--- src/rtl/bcd_serial_subtractor.sv ---
// bcd_serial_subtractor
//   Digit-serial packed-BCD subtractor, diff = a - b - b_in, one digit per
//   clock, least significant digit first. It is the companion of the BCD
//   adder in the arithmetic datapath. A start/busy/done handshake lets a
//   controller sequence adds and subtracts.
//
//   state | meaning
//   ------+----------------------------------------------------------
//   IDLE  | waiting for start; diff/b_out/err hold the last result
//   RUN   | one digit per edge, digit index 0..DIGITS-1
//   DONE  | one cycle, done=1, result valid; back to IDLE next edge
//
// Ports
//   clk    in   rising-edge clock
//   rst_n  in   synchronous reset, active low
//   start  in   request, accepted only in IDLE
//   a      in   minuend, packed BCD, digit 0 = bits [3:0]
//   b      in   subtrahend, packed BCD
//   b_in   in   borrow in
//   busy   out  high in RUN and DONE
//   done   out  one-cycle result-valid pulse
//   diff   out  BCD result (ten's complement when b_out=1)
//   b_out  out  borrow out, result negative
//   err    out  an operand digit was greater than 9
//
// Every output comes straight from a flop, so no path from the inputs
// reaches the outputs without a clock edge.

module bcd_serial_subtractor #(
  parameter int DIGITS = 4
) (
  input  logic                clk,
  input  logic                rst_n,
  input  logic                start,
  input  logic [4*DIGITS-1:0] a,
  input  logic [4*DIGITS-1:0] b,
  input  logic                b_in,
  output logic                busy,
  output logic                done,
  output logic [4*DIGITS-1:0] diff,
  output logic                b_out,
  output logic                err
);

  localparam int W     = 4 * DIGITS;
  localparam int IDX_W = (DIGITS > 1) ? $clog2(DIGITS) : 1;
  localparam logic [IDX_W-1:0] LAST_IDX = IDX_W'(DIGITS - 1);

  localparam logic [1:0] S_IDLE = 2'd0;
  localparam logic [1:0] S_RUN  = 2'd1;
  localparam logic [1:0] S_DONE = 2'd2;

  logic [1:0]       state_q,    state_d;
  logic [IDX_W-1:0] idx_q,      idx_d;
  logic [W-1:0]     a_sh_q,     a_sh_d;
  logic [W-1:0]     b_sh_q,     b_sh_d;
  logic             borrow_q,   borrow_d;
  logic             err_pend_q, err_pend_d;
  logic [W-1:0]     diff_q,     diff_d;
  logic             b_out_q,    b_out_d;
  logic             err_q,      err_d;
  logic             busy_q,     busy_d;
  logic             done_q,     done_d;

  logic signed [5:0] t_raw;
  logic signed [5:0] t_adj;
  logic [3:0]        dig;
  logic              borrow_nxt;

  function automatic logic has_bad_digit(input logic [W-1:0] v);
    logic bad;
    bad = 1'b0;
    for (int i = 0; i < DIGITS; i++) begin
      if (v[4*i +: 4] > 4'd9) bad = 1'b1;
    end
    return bad;
  endfunction

  // Digit slice. The operand copies shift right by one digit per edge, so
  // the digit being processed is always in bits [3:0].
  always_comb begin
    t_raw = $signed({2'b00, a_sh_q[3:0]})
          - $signed({2'b00, b_sh_q[3:0]})
          - $signed({5'b00000, borrow_q});
    t_adj = t_raw + 6'sd10;
    if (t_raw < 0) begin
      dig        = t_adj[3:0];
      borrow_nxt = 1'b1;
    end else begin
      dig        = t_raw[3:0];
      borrow_nxt = 1'b0;
    end
    // An invalid operand makes every digit meaningless; write zeros so the
    // diff bus never carries a non-BCD nibble, even while running.
    if (err_pend_q) dig = 4'd0;
  end

  always_comb begin
    state_d    = state_q;
    idx_d      = idx_q;
    a_sh_d     = a_sh_q;
    b_sh_d     = b_sh_q;
    borrow_d   = borrow_q;
    err_pend_d = err_pend_q;
    diff_d     = diff_q;
    b_out_d    = b_out_q;
    err_d      = err_q;
    busy_d     = busy_q;
    done_d     = 1'b0;

    case (state_q)
      S_IDLE: begin
        if (start) begin
          a_sh_d     = a;
          b_sh_d     = b;
          borrow_d   = b_in;
          err_pend_d = has_bad_digit(a) | has_bad_digit(b);
          diff_d     = '0;
          err_d      = 1'b0;
          idx_d      = '0;
          busy_d     = 1'b1;
          state_d    = S_RUN;
        end
      end

      S_RUN: begin
        for (int j = 0; j < DIGITS; j++) begin
          if (idx_q == IDX_W'(j)) diff_d[4*j +: 4] = dig;
        end
        a_sh_d   = a_sh_q >> 4;
        b_sh_d   = b_sh_q >> 4;
        borrow_d = borrow_nxt;
        if (idx_q == LAST_IDX) begin
          idx_d   = '0;
          state_d = S_DONE;
          done_d  = 1'b1;
          if (err_pend_q) begin
            err_d   = 1'b1;
            diff_d  = '0;
            b_out_d = 1'b0;
          end else begin
            b_out_d = borrow_nxt;
          end
        end else begin
          idx_d = idx_q + IDX_W'(1);
        end
      end

      S_DONE: begin
        busy_d  = 1'b0;
        state_d = S_IDLE;
      end

      default: begin
        busy_d  = 1'b0;
        state_d = S_IDLE;
      end
    endcase
  end

  always_ff @(posedge clk) begin
    if (!rst_n) begin
      state_q    <= S_IDLE;
      idx_q      <= '0;
      a_sh_q     <= '0;
      b_sh_q     <= '0;
      borrow_q   <= 1'b0;
      err_pend_q <= 1'b0;
      diff_q     <= '0;
      b_out_q    <= 1'b0;
      err_q      <= 1'b0;
      busy_q     <= 1'b0;
      done_q     <= 1'b0;
    end else begin
      state_q    <= state_d;
      idx_q      <= idx_d;
      a_sh_q     <= a_sh_d;
      b_sh_q     <= b_sh_d;
      borrow_q   <= borrow_d;
      err_pend_q <= err_pend_d;
      diff_q     <= diff_d;
      b_out_q    <= b_out_d;
      err_q      <= err_d;
      busy_q     <= busy_d;
      done_q     <= done_d;
    end
  end

  assign busy  = busy_q;
  assign done  = done_q;
  assign diff  = diff_q;
  assign b_out = b_out_q;
  assign err   = err_q;

endmodule
--- config.mk ---
export PLATFORM = sky130hd
export DESIGN_NAME = bcd_serial_subtractor
export DESIGN_NICKNAME = d
export VERILOG_FILES = /design/src/rtl/bcd_serial_subtractor.sv
export SDC_FILE = /design/constraint.sdc
export NUM_CORES = 1
export LEC_CHECK = 0
export BUFFER_PORTS_ARGS = -buffer_cell sky130_fd_sc_hd__buf_2
export CAP_MARGIN = 0
export CORE_MARGIN = 10
export CORE_UTILIZATION = 35
export DETAILED_ROUTE_END_ITERATION = 16
export PLACE_DENSITY = 0.62
export SLEW_MARGIN = 25
export SYNTH_ARGS = -nofsm -noshare
export SYNTH_HDL_FRONTEND = slang
export SYNTH_SLANG_ARGS = --single-unit
--- constraint.sdc ---
create_clock -name clk -period 4.7 [get_ports clk]
set_input_delay 0 -clock clk [delete_from_list [all_inputs] [get_ports clk]]
set_output_delay 0 -clock clk [all_outputs]
set_load 0.02 [all_outputs]
==> metrics.md <==
| Metric | Value |
|---|---|
| Clock share of power | `33.9%` |
| Part of the power in registers | `40.8%` |
| WL per Instance | `~15 um` |
| Static Leak | `0.00177 uW` |
| Max-slew headroom | `44.1%` |
| Reg2reg start | `a_sh_q[0]$_SDFFE_PN0P_` |
| Total Wirelength | `roughly 7900 um` |
| Min Tclk post-route | `3020 ps` |
| Vias in the first global route | `2,765` |
| Core Region | `8300 sq um` |
| IO Port Bufs | `55` |
| Synthesized flop and latch total | `58` |
| Status | `finished clean` |
| Hold WC Path Type | `input port to flip-flop` |
| Root Driver | `clkbuf_8` |
| Critical path origin | `a_sh_q[0]$_SDFFE_PN0P_` |
| Largest net degree at the start of global routing | `between 60 and 70` |
| EDFF count, synth | `0` |
| Worst Tran Pin Value | `839 ps` |
| GRT Total Usage | `12.4%` |
| First DRT Iteration DRCs | `213` |
| Data arrival, critical path | `3280 ps` |
| Tcrit/Tclk final | `64.2%` |
| Design Area, Final | `between 3000 and 4000 sq um` |
| Primary FF master, synth | `dfxtp_1` |
| Max VDD drop | `0.000134 V` |
| Number of H-tree levels | `3` |
| Placed cell area | `~3400 sq um` |
| Fin nets | `460` |
| Final Hold Vio Count | `0` |
| Worst EP required | `4960 ps` |
| TritonCTS clock tree | `done` |
| Global route total overflow | `0` |
| Most common cell after layout, fill and taps aside | `nand2_1` |
| Multi-input logic area | `1730 sq um` |
| Initial Utilization | `36.2%` |
| Setup-failing EPs final | `0` |
| Routed vias | `2,745` |
| Final GP Congestion | `a little over 0.8` |
| Net Sw Frac | `32.3%` |
| Row Count | `33` |
| Die H | `113 um` |
| CTS Buf Count | `9` |
| Asr flop ratio synth | `0%` |
| Max Fclk | `332 MHz` |
| CP max FO | `6` |
| Capture point of the worst path | `diff[3]$_SDFFE_PN0P_` |
| Critical path launch point type | `flip-flop` |
| RSZ-0062 raised after global routing | `no` |
| Area Overhead vs Synth | `21.6%` |
| Total nets after synthesis | `403` |
| Antenna Nets Post-Route | `0` |
| Cell count after synthesis | `355` |
| # DRC | `0` |
| Ports | `56` |
| Hold Path Origin | `b[4]` |
| Detailed placer's ending HPWL | `5570 um` |
| Die area | `around 13,000 sq um` |
| Highest routed layer | `met4` |
| Combinational power share | `25.3%` |
| Critical setup path kind | `flip-flop to flip-flop` |
| Mapped Avg Cell Area | `between 8 and 9 sq um` |
| Most frequent cells in the layout | `72 x nand2_1, 58 x dfxtp_1, 55 x buf_2` |
| Skew final | `8.00 ps` |
| Post-Synthesis Cell Area | `~3000 sq um` |
| CTS Sinks | `58` |
| Clock Path Buffers | `2` |
| Met2 WL | `approximately 3800 um` |
| Wl on met1 | `3660 um` |
| FF-to-FF setup slack | `1680 ps` |
| Fillers | `828` |
| Clock-pin slew on the worst setup and hold paths | `70 ps` |
| Setup Buffers After CTS | `0` |
| Netlist cell types | `50` |
| Die Width | `113 um` |
| Sequential cell area | `1160 sq um` |
| Post-CTS Resized | `0` |
| DR vias/cell | `about 5.3` |
| Crit. End Element | `flip-flop` |
| R2R cell count | `14` |
| Met3 WL | `299 um` |
| Initial antenna violation count | `0` |
| Seq/Total Area, Yosys | `38.7%` |
| Worst skew pair latency | `roughly 340 ps` |
| Max cap viols | `0` |
| NetSw | `around 430 uW` |
| Worst R2R End | `diff[3]$_SDFFE_PN0P_` |
| Cell Int Power | `905 uW` |
| Layout cells sized above 1 | `21.1%` |
| Total power divided by cell area | `366 nW/um^2` |
| Number of inserted diodes | `0` |
| Post-CTS Hold Buffers | `10` |
| Synth warn | `0` |
| Final slew viol count | `0` |
| Drt pass-1 iters | `4` |
| Setup TNS | `0 ps` |
| First-pass GRT wire length | `13,200 um` |
-- synthesized netlist by cell type, types with 6 or more instances --
cell type / number / area [sq um]
ha_1: 11 / 138
clkbuf_1: 18 / 67.6
o21ai_0: 11 / 55.1
o211a_1: 25 / 250
nand3_1: 41 / 205
o211ai_1: 13 / 97.6
and3_1: 6 / 37.5
inv_1: 12 / 45.0
nor3_1: 6 / 30.0
nand2_1: 72 / 270
nor2b_1: 6 / 37.5
a21boi_0: 10 / 75.1
dfxtp_1: 58 / 1160
nand4_1: 9 / 56.3
-- worst max-delay path: stages, from the launching register on --
cell and delay [ps]:
dfxtp_1 300, inv_1 60, ha_1 160, inv_1 50, fa_1 480, inv_1 80, ha_1 220, xor2_1 150
inv_1 110, ha_1 270, or3b_1 390, o21ai_1 160, xor2_1 290, nand3_1 120, o211ai_1 110
-- cells by family after synthesis --
kind of cell | Yosys count | share of synthesized area [%]
buffers and inverters | 33 | 4.25
multiplexers | 3 | 1.17
adder cells (fa/ha/maj) | 12 | 5.25
flip-flops | 58 | 38.7
XOR/XNOR | 3 | 1.50
AO/OA/AOI/OAI | 81 | 21.9
AND/OR/NAND/NOR | 165 | 27.2
-- metrics by stage --
step | total power [uW] | utilization [%] | hold slack (ps) | setup WS (ps) | instances
2_1_floorplan | 805 | - | 145 | 1950 | 355
3_3_place_gp | 877 | 40.3 | 257 | 1820 | 496
3_5_place_dp | 887 | 40.4 | 262 | 1690 | 496
4_1_cts | 1350 | 43.9 | 6.08 | 1660 | 522
5_1_grt | 1420 | 43.9 | 18.6 | 1450 | 522
6_report | 1340 | 43.9 | 14.0 | 1680 | 522
-- power groups by stage --
stage / clock (uW) / sequential (uW) / combinational (uW)
floorplan: 0 / 558 / 247
global placement: 0 / 556 / 321
detailed placement: 0 / 557 / 330
CTS: 467 / 546 / 339
global route: 489 / 550 / 376
finish: 452 / 546 / 338
-- flip-flops by register name, indices dropped and copies added (netlist names) --
| name | cells |
|---|---|
| busy | 1 |
| b_out | 1 |
| idx_q | 2 |
| state_q | 2 |
| a_sh_q | 16 |
| err_pend_q | 1 |
| b_sh_q | 16 |
| done | 1 |
| borrow_q | 1 |
| err | 1 |
| diff | 16 |
-- metal layers --
| layer | vias to the layer above | GRT usage, % |
|---|---|---|
| li1 | 1394 | - |
| met1 | 1285 | 15.2 |
| met2 | 55 | 19.9 |
| met3 | 11 | 3.94 |
| met4 | 0 | 4.74 |
| met5 | - | 0 |
-- area by class of cell --
| type | instances | share of cell area [%] |
|---|---|---|
| Multi-Input combinational cell | 264 | 47.3 |
| Sequential cell | 58 | 31.8 |
| Timing Repair Buffer | 67 | 10.7 |
| Tap cell | 105 | 3.60 |
| Clock buffer | 9 | 3.40 |
| Clock inverter | 7 | 1.92 |
| Inverter | 12 | 1.23 |
-- how the worst min path moves through the flow --
stage,depth (start not counted),endpoint
after floorplan,2,a_sh_q[12]$_SDFFE_PN0P_
after global placement,3,b_sh_q[12]$_SDFFE_PN0P_
after detailed placement,3,b_sh_q[12]$_SDFFE_PN0P_
after CTS,4,a_sh_q[11]$_SDFFE_PN0P_
after global routing,4,a_sh_q[7]$_SDFFE_PN0P_
final,4,b_sh_q[4]$_SDFFE_PN0P_
Note: power is estimated with default switching activity, not from simulation.
